**src/rtl/alu_op_issuer.sv**
```systemverilog
`timescale 1ns/1ps
// alu_op_issuer: request-side sequencer for a combinational ALU.
// Buffers {a, b, op} requests in a small FIFO and issues one at a time to
// the ALU through registered operand/op ports. It captures the ALU result
// and zero flag one cycle later and returns them on a valid/ready response
// channel.
// Ports:
//   clk, reset                    clock, async active-high reset
//   req_valid/req_ready           request handshake; req_a/req_b/req_op payload
//   alu_a/alu_b/alu_op            registered drive to the ALU
//   alu_res/alu_zero              combinational ALU result and zero flag
//   rsp_valid/rsp_ready           response handshake
//   rsp_result/rsp_zero/rsp_err   response payload
//   busy                          FIFO non-empty or sequencer active
module alu_op_issuer #(
  parameter int unsigned DATA_W = 64,
  parameter int unsigned OP_W   = 3,
  parameter int unsigned DEPTH  = 4,
  parameter logic [OP_W-1:0] MAX_OP = 3'b100
) (
  input  logic              clk,
  input  logic              reset,
  input  logic              req_valid,
  output logic              req_ready,
  input  logic [DATA_W-1:0] req_a,
  input  logic [DATA_W-1:0] req_b,
  input  logic [OP_W-1:0]   req_op,
  output logic [DATA_W-1:0] alu_a,
  output logic [DATA_W-1:0] alu_b,
  output logic [OP_W-1:0]   alu_op,
  input  logic [DATA_W-1:0] alu_res,
  input  logic              alu_zero,
  output logic              rsp_valid,
  input  logic              rsp_ready,
  output logic [DATA_W-1:0] rsp_result,
  output logic              rsp_zero,
  output logic              rsp_err,
  output logic              busy
);

  localparam int unsigned PTR_W = $clog2(DEPTH);
  localparam int unsigned CNT_W = PTR_W + 1;

  typedef struct packed {
    logic [DATA_W-1:0] a;
    logic [DATA_W-1:0] b;
    logic [OP_W-1:0]   op;
  } req_t;

  typedef enum logic [1:0] {IDLE, DRIVE, HOLD} state_e;

  state_e            state_q, state_d;
  req_t              mem_q [DEPTH];
  logic [PTR_W-1:0]  wr_ptr_q, wr_ptr_d;
  logic [PTR_W-1:0]  rd_ptr_q, rd_ptr_d;
  logic [CNT_W-1:0]  count_q, count_d;
  logic [DATA_W-1:0] alu_a_q, alu_a_d;
  logic [DATA_W-1:0] alu_b_q, alu_b_d;
  logic [OP_W-1:0]   alu_op_q, alu_op_d;
  logic              op_err_q, op_err_d;
  logic              rsp_valid_q, rsp_valid_d;
  logic [DATA_W-1:0] rsp_result_q, rsp_result_d;
  logic              rsp_zero_q, rsp_zero_d;
  logic              rsp_err_q, rsp_err_d;
  logic              req_ready_q, req_ready_d;
  logic              busy_q, busy_d;
  logic              push, pop;
  req_t              head;

  // Next-state, FIFO bookkeeping and output register inputs.
  always_comb begin
    state_d      = state_q;
    wr_ptr_d     = wr_ptr_q;
    rd_ptr_d     = rd_ptr_q;
    count_d      = count_q;
    alu_a_d      = alu_a_q;
    alu_b_d      = alu_b_q;
    alu_op_d     = alu_op_q;
    op_err_d     = op_err_q;
    rsp_valid_d  = rsp_valid_q;
    rsp_result_d = rsp_result_q;
    rsp_zero_d   = rsp_zero_q;
    rsp_err_d    = rsp_err_q;
    pop          = 1'b0;
    push         = req_valid && req_ready_q;
    head         = mem_q[rd_ptr_q];

    case (state_q)
      IDLE: begin
        if (count_q != '0) begin
          pop     = 1'b1;
          state_d = DRIVE;
        end
      end
      DRIVE: begin
        rsp_valid_d = 1'b1;
        state_d     = HOLD;
        if (op_err_q) begin
          rsp_result_d = '0;
          rsp_zero_d   = 1'b0;
          rsp_err_d    = 1'b1;
        end else begin
          rsp_result_d = alu_res;
          rsp_zero_d   = alu_zero;
          rsp_err_d    = 1'b0;
        end
      end
      HOLD: begin
        if (rsp_ready) begin
          rsp_valid_d = 1'b0;
          if (count_q != '0) begin
            pop     = 1'b1;
            state_d = DRIVE;
          end else begin
            state_d = IDLE;
          end
        end
      end
      default: state_d = IDLE;
    endcase

    // Illegal opcodes leave the ALU drive untouched; only the flag is noted.
    if (pop) begin
      rd_ptr_d = rd_ptr_q + PTR_W'(1);
      if (head.op > MAX_OP) begin
        op_err_d = 1'b1;
      end else begin
        op_err_d = 1'b0;
        alu_a_d  = head.a;
        alu_b_d  = head.b;
        alu_op_d = head.op;
      end
    end

    if (push) begin
      wr_ptr_d = wr_ptr_q + PTR_W'(1);
    end

    count_d     = count_q + CNT_W'(push) - CNT_W'(pop);
    req_ready_d = (count_d != CNT_W'(DEPTH));
    busy_d      = (count_d != '0) || (state_d != IDLE);
  end

  // State and output registers.
  always_ff @(posedge clk or posedge reset) begin
    if (reset) begin
      state_q      <= IDLE;
      wr_ptr_q     <= '0;
      rd_ptr_q     <= '0;
      count_q      <= '0;
      alu_a_q      <= '0;
      alu_b_q      <= '0;
      alu_op_q     <= '0;
      op_err_q     <= 1'b0;
      rsp_valid_q  <= 1'b0;
      rsp_result_q <= '0;
      rsp_zero_q   <= 1'b0;
      rsp_err_q    <= 1'b0;
      req_ready_q  <= 1'b1;
      busy_q       <= 1'b0;
    end else begin
      state_q      <= state_d;
      wr_ptr_q     <= wr_ptr_d;
      rd_ptr_q     <= rd_ptr_d;
      count_q      <= count_d;
      alu_a_q      <= alu_a_d;
      alu_b_q      <= alu_b_d;
      alu_op_q     <= alu_op_d;
      op_err_q     <= op_err_d;
      rsp_valid_q  <= rsp_valid_d;
      rsp_result_q <= rsp_result_d;
      rsp_zero_q   <= rsp_zero_d;
      rsp_err_q    <= rsp_err_d;
      req_ready_q  <= req_ready_d;
      busy_q       <= busy_d;
    end
  end

  // FIFO storage; the pointers and count above define which entries are valid.
  always_ff @(posedge clk) begin
    if (push) begin
      mem_q[wr_ptr_q] <= '{a: req_a, b: req_b, op: req_op};
    end
  end

  assign req_ready  = req_ready_q;
  assign alu_a      = alu_a_q;
  assign alu_b      = alu_b_q;
  assign alu_op     = alu_op_q;
  assign rsp_valid  = rsp_valid_q;
  assign rsp_result = rsp_result_q;
  assign rsp_zero   = rsp_zero_q;
  assign rsp_err    = rsp_err_q;
  assign busy       = busy_q;

endmodule
```
**config.mk**
```make
export PLATFORM = sky130hd
export DESIGN_NAME = alu_op_issuer
export DESIGN_NICKNAME = d
export VERILOG_FILES = /design/src/rtl/alu_op_issuer.sv
export SDC_FILE = /design/constraint.sdc
export NUM_CORES = 1
export LEC_CHECK = 0
export BUFFER_PORTS_ARGS = -buffer_cell sky130_fd_sc_hd__buf_2
export CORE_MARGIN = 2
export CORE_UTILIZATION = 57
export DETAILED_ROUTE_END_ITERATION = 12
export GPL_TIMING_DRIVEN = 0
export PLACE_DENSITY = 0.8
export SETUP_SLACK_MARGIN = 0.15
export SYNTH_ARGS = -nofsm -noshare
export SYNTH_HDL_FRONTEND = slang
export SYNTH_SLANG_ARGS = --single-unit
```
**constraint.sdc**
```tcl
create_clock -name clk -period 8.9 [get_ports clk]
set_clock_uncertainty 0.15 [all_clocks]
set_input_delay 0.89 -clock clk [delete_from_list [all_inputs] [get_ports clk]]
set_output_delay 0.89 -clock clk [all_outputs]
set_load 0.01 [all_outputs]
```
==> results by group <==
Run status
  • Status: finished clean

Place
  • Post-DP HPWL: 37.34 mm
  • GPL Wtd Cong: 0.8003
  • Dpl ws: 5.500 ns
  • Port bufs: 399

Setup path
  • Delay-heaviest family, CP: buffers and inverters
  • Worst path bufs/invs: 3
  • Slowest CP cell: clkbuf_1
  • CP Class: reg2reg
  • Reg2reg path depth: 5
  • Reg2reg start: rd_ptr_q[1]
  • Crit path launch type: flop
  • CP dominant cell by count: clkbuf_1
  • Crit path cell chain: clkbuf_1, clkbuf_1, clkbuf_1, mux4_2, mux2_1
  • Critical path peak fanout: 10
  • CP max stage delay: 0.70 ns
  • Critical R2R Capture: alu_a[30]
  • Worst Path Required: 9.24 ns
  • Worst setup EP type: flop
  • CP Data Arrival Time: 3.27 ns
  • R2R Setup Slk: 5.96 ns

Clock tree
  • H-tree lvl count: 3
  • Clk_lat worst skew: 0.61 ns
  • Max clock buf depth: 3
  • Num CTS Buffers: 75
  • Root Driver: clkbuf_16
  • Total setup buffers inserted after CTS: 0
  • # clock sinks: 734
  • TritonCTS clock tree: done
  • # resized after CTS: 0
  • CTS Hold Bufs: 0
  • Clk slew on worst S/H paths: 0.06 ns

Yosys
  • Post-Syn Area: 27540 µm²
  • Syn Nets: 1518
  • Yosys reg bits: 734
  • Yosys cell types: 30
  • Synthesized area per cell: 21.01 µm²
  • Post-synthesis sequential area ratio: 76.22%
  • Gate Count Post-Synth: 1311
  • Yosys Warn Count: 0

Die
  • Site Rows: 80
  • # IOs: 400
  • Initial Util: 57.68%
  • Core area: 47750 µm²
  • Die width: 223.8 µm
  • Die span in y: 223.8 µm
  • Die footprint: 50090 µm²

Pwr
  • Sw Ratio: 30.46%
  • Pint: 8.573 mW
  • PwrDens: 371.6 nW/µm²
  • Worst vdd ir: 0.2708 mV
  • Comb power frac: 34.3%
  • Tot Pwr: 12.33 mW
  • Clock share of power: 24.9%
  • Switching pwr: 3.755 mW
  • Reg power frac: 40.8%
  • Pleak: 12.74 nW

Timing
  • Fin worst setup slack: 5.964 ns
  • Fin. max-slew vios: 0
  • Period Utilization, post-route: 32.99%
  • Worst-Margin Slew: 1.004 ns
  • Final hold vios: 0
  • Count of final setup violators: 0
  • Fmax: 0.3406 GHz
  • Shortest period the worst path allows: 2.936 ns
  • Slew HR: 33.09%
  • RSZ-0062 raised after global routing: false

GRT
  • Initial antenna violation count: 20
  • Largest net degree at the start of global routing: 116
  • Vias in the first global route: 14760
  • Gr usage total: 23.74%
  • Total gr overflow: 0
  • First-pass GRT wire length: 88.11 mm

Detailed routing
  • ANT nets after route: 0
  • Detailed Route Iter0 Violations: 1000
  • First-pass detailed-route iteration total: 5
  • Avg Vias per Cell: 5.642
  • # DRC: 0
  • Total number of vias: 14060
  • Routed len/inst: 23.53 µm
  • Drt total wl: 58.64 mm

Layout
  • Area growth from synthesis to layout: 20.45%
  • Nets: 2008
  • Fraction of layout cells with a size suffix above 1: 41.44%

Worst hold path
  • Hold Crit Class: in2async

Run
  • Max_cap viols: 0
-- sequential cells by signal, summed over array words and instances, names as in the netlist --
signal	flops
mem_q	524
alu_a	64
alu_b	64
rsp_result	64
alu_op	3
count_q	3
rd_ptr_q	2
state_q	2
wr_ptr_q	2
busy	1
op_err_q	1
req_ready	1
rsp_err	1
rsp_valid	1
rsp_zero	1
-- layout make-up --
cell class / count / area, µm²
Antenna cell: 14 / 35.03
Buffer: 66 / 461.7
Clock buffer: 110 / 2173
Clock inverter: 29 / 267.8
Fill cell: 2992 / 14570
Inverter: 9 / 41.29
Multi-Input combinational cell: 502 / 6073
Sequential cell: 734 / 20990
Tap cell: 615 / 769.5
Timing Repair Buffer: 413 / 2360
-- cells in the final DEF, fill, tap and decap left out, types with 14 or more instances in the layout --
master,Yosys,layout
buf_1,20,20
clkbuf_1,29,52
o21ai_1,66,66
edfxtp_1,524,524
diode_2,0,14
mux4_2,131,131
mux2_1,39,39
nand2_1,75,75
buf_2,1,400
buf_12,11,14
nand2b_1,67,67
clkbuf_16,0,79
mux2_4,90,90
dfrtp_1,209,209
-- cell families (layout without fill, tap and decap cells) --
logic type      after synthesis  after routing  share of synthesized area, %
flops                       734            734                         76.22
mux                         261            261                         17.26
xor+xnor                      5              5                        0.1590
simple gates                157            157                         2.871
fa+ha+maj                     7              7                        0.3453
compound gates               72             72                         1.349
buf+inv                      75            627                         1.799
other cells                   0             14                             0
-- power groups by stage --
stage / logic, mW / clock network (mW) / registers [mW]
floorplan: 2.67 / 0 / 5.28
global placement: 4.05 / 0 / 5.16
detailed placement: 4.27 / 0 / 5.08
CTS: 4.30 / 3.13 / 5.03
global route: 4.54 / 3.26 / 5.11
finish: 4.23 / 3.08 / 5.03
-- through the flow --
step / instance area (µm²) / hold WS (ns) / util (%) / cells / setup TNS [ns]
2_1_floorplan: 27540 / 0.3174 / - / 1311 / 0
3_3_place_gp: 30310 / 0.3130 / 63.47 / 2325 / -262.97
3_5_place_dp: 30700 / 0.3194 / 64.29 / 2339 / 0
4_1_cts: 33140 / 0.3060 / 69.41 / 2478 / 0
5_1_grt: 33170 / 0.2866 / 69.46 / 2489 / 0
6_report: 33170 / 0.2692 / 69.48 / 2492 / 0
-- layer usage --
metal  up-vias  part of all wire, %  track usage (%)
li1       6118                    -                -
met1      7313                   39            30.65
met2       481                   51            39.27
met3       134                  6.9            6.414
met4        14                  3.1            8.581
met5         -                 0.14                0
-- cell usage after synthesis --
library cell  count  area, µm²
edfxtp_1        524      15740
dfrtp_1         209       5230
mux4_2          131       2950
mux2_4           90       1351
nand2_1          75      281.5
nand2b_1         67      419.2
o21ai_1          66      330.3
mux2_1           39      439.2
clkbuf_1         29      108.9
buf_1            20      75.07
buf_12           11      220.2
inv_1             7      26.28
ha_1              6      75.07
nor2_1            6      22.52
xnor2_1           5      43.79
and3_1            4      25.02
buf_6             4      45.04
a21oi_1           3      15.01
a2bb2oi_1         2      17.52
inv_2             2      7.510
nor3_1            2      10.01
buf_2             1      5.000
buf_4             1      7.510
dfstp_2           1      26.28
fa_1              1      20.02
mux2_2            1      11.26
nor2_8            1      20.02
nor2b_1           1      6.260
o21a_2            1      8.760
or3_1             1      6.260
-- worst max path at each step --
stage | startpoint | endpoint | slack (ns) | cells after the start
after floorplan | reset | alu_a[0] | 2.12 | 1
after detailed placement | rsp_ready | busy | 5.50 | 13
final | rd_ptr_q[1] | alu_a[30] | 5.96 | 5
after global placement | reset | alu_b[10] | -1.28 | 2
after CTS | rd_ptr_q[1] | alu_a[30] | 5.88 | 5
after global routing | rd_ptr_q[1] | alu_b[19] | 5.76 | 5
-- worst register-to-register path: stages (launching register included) --
cell and delay, ns:
dfrtp_1 0.32, clkbuf_1 0.28, clkbuf_1 0.70, clkbuf_1 0.66, mux4_2 0.42, mux2_1 0.31
(Power assumes the default switching activity.)
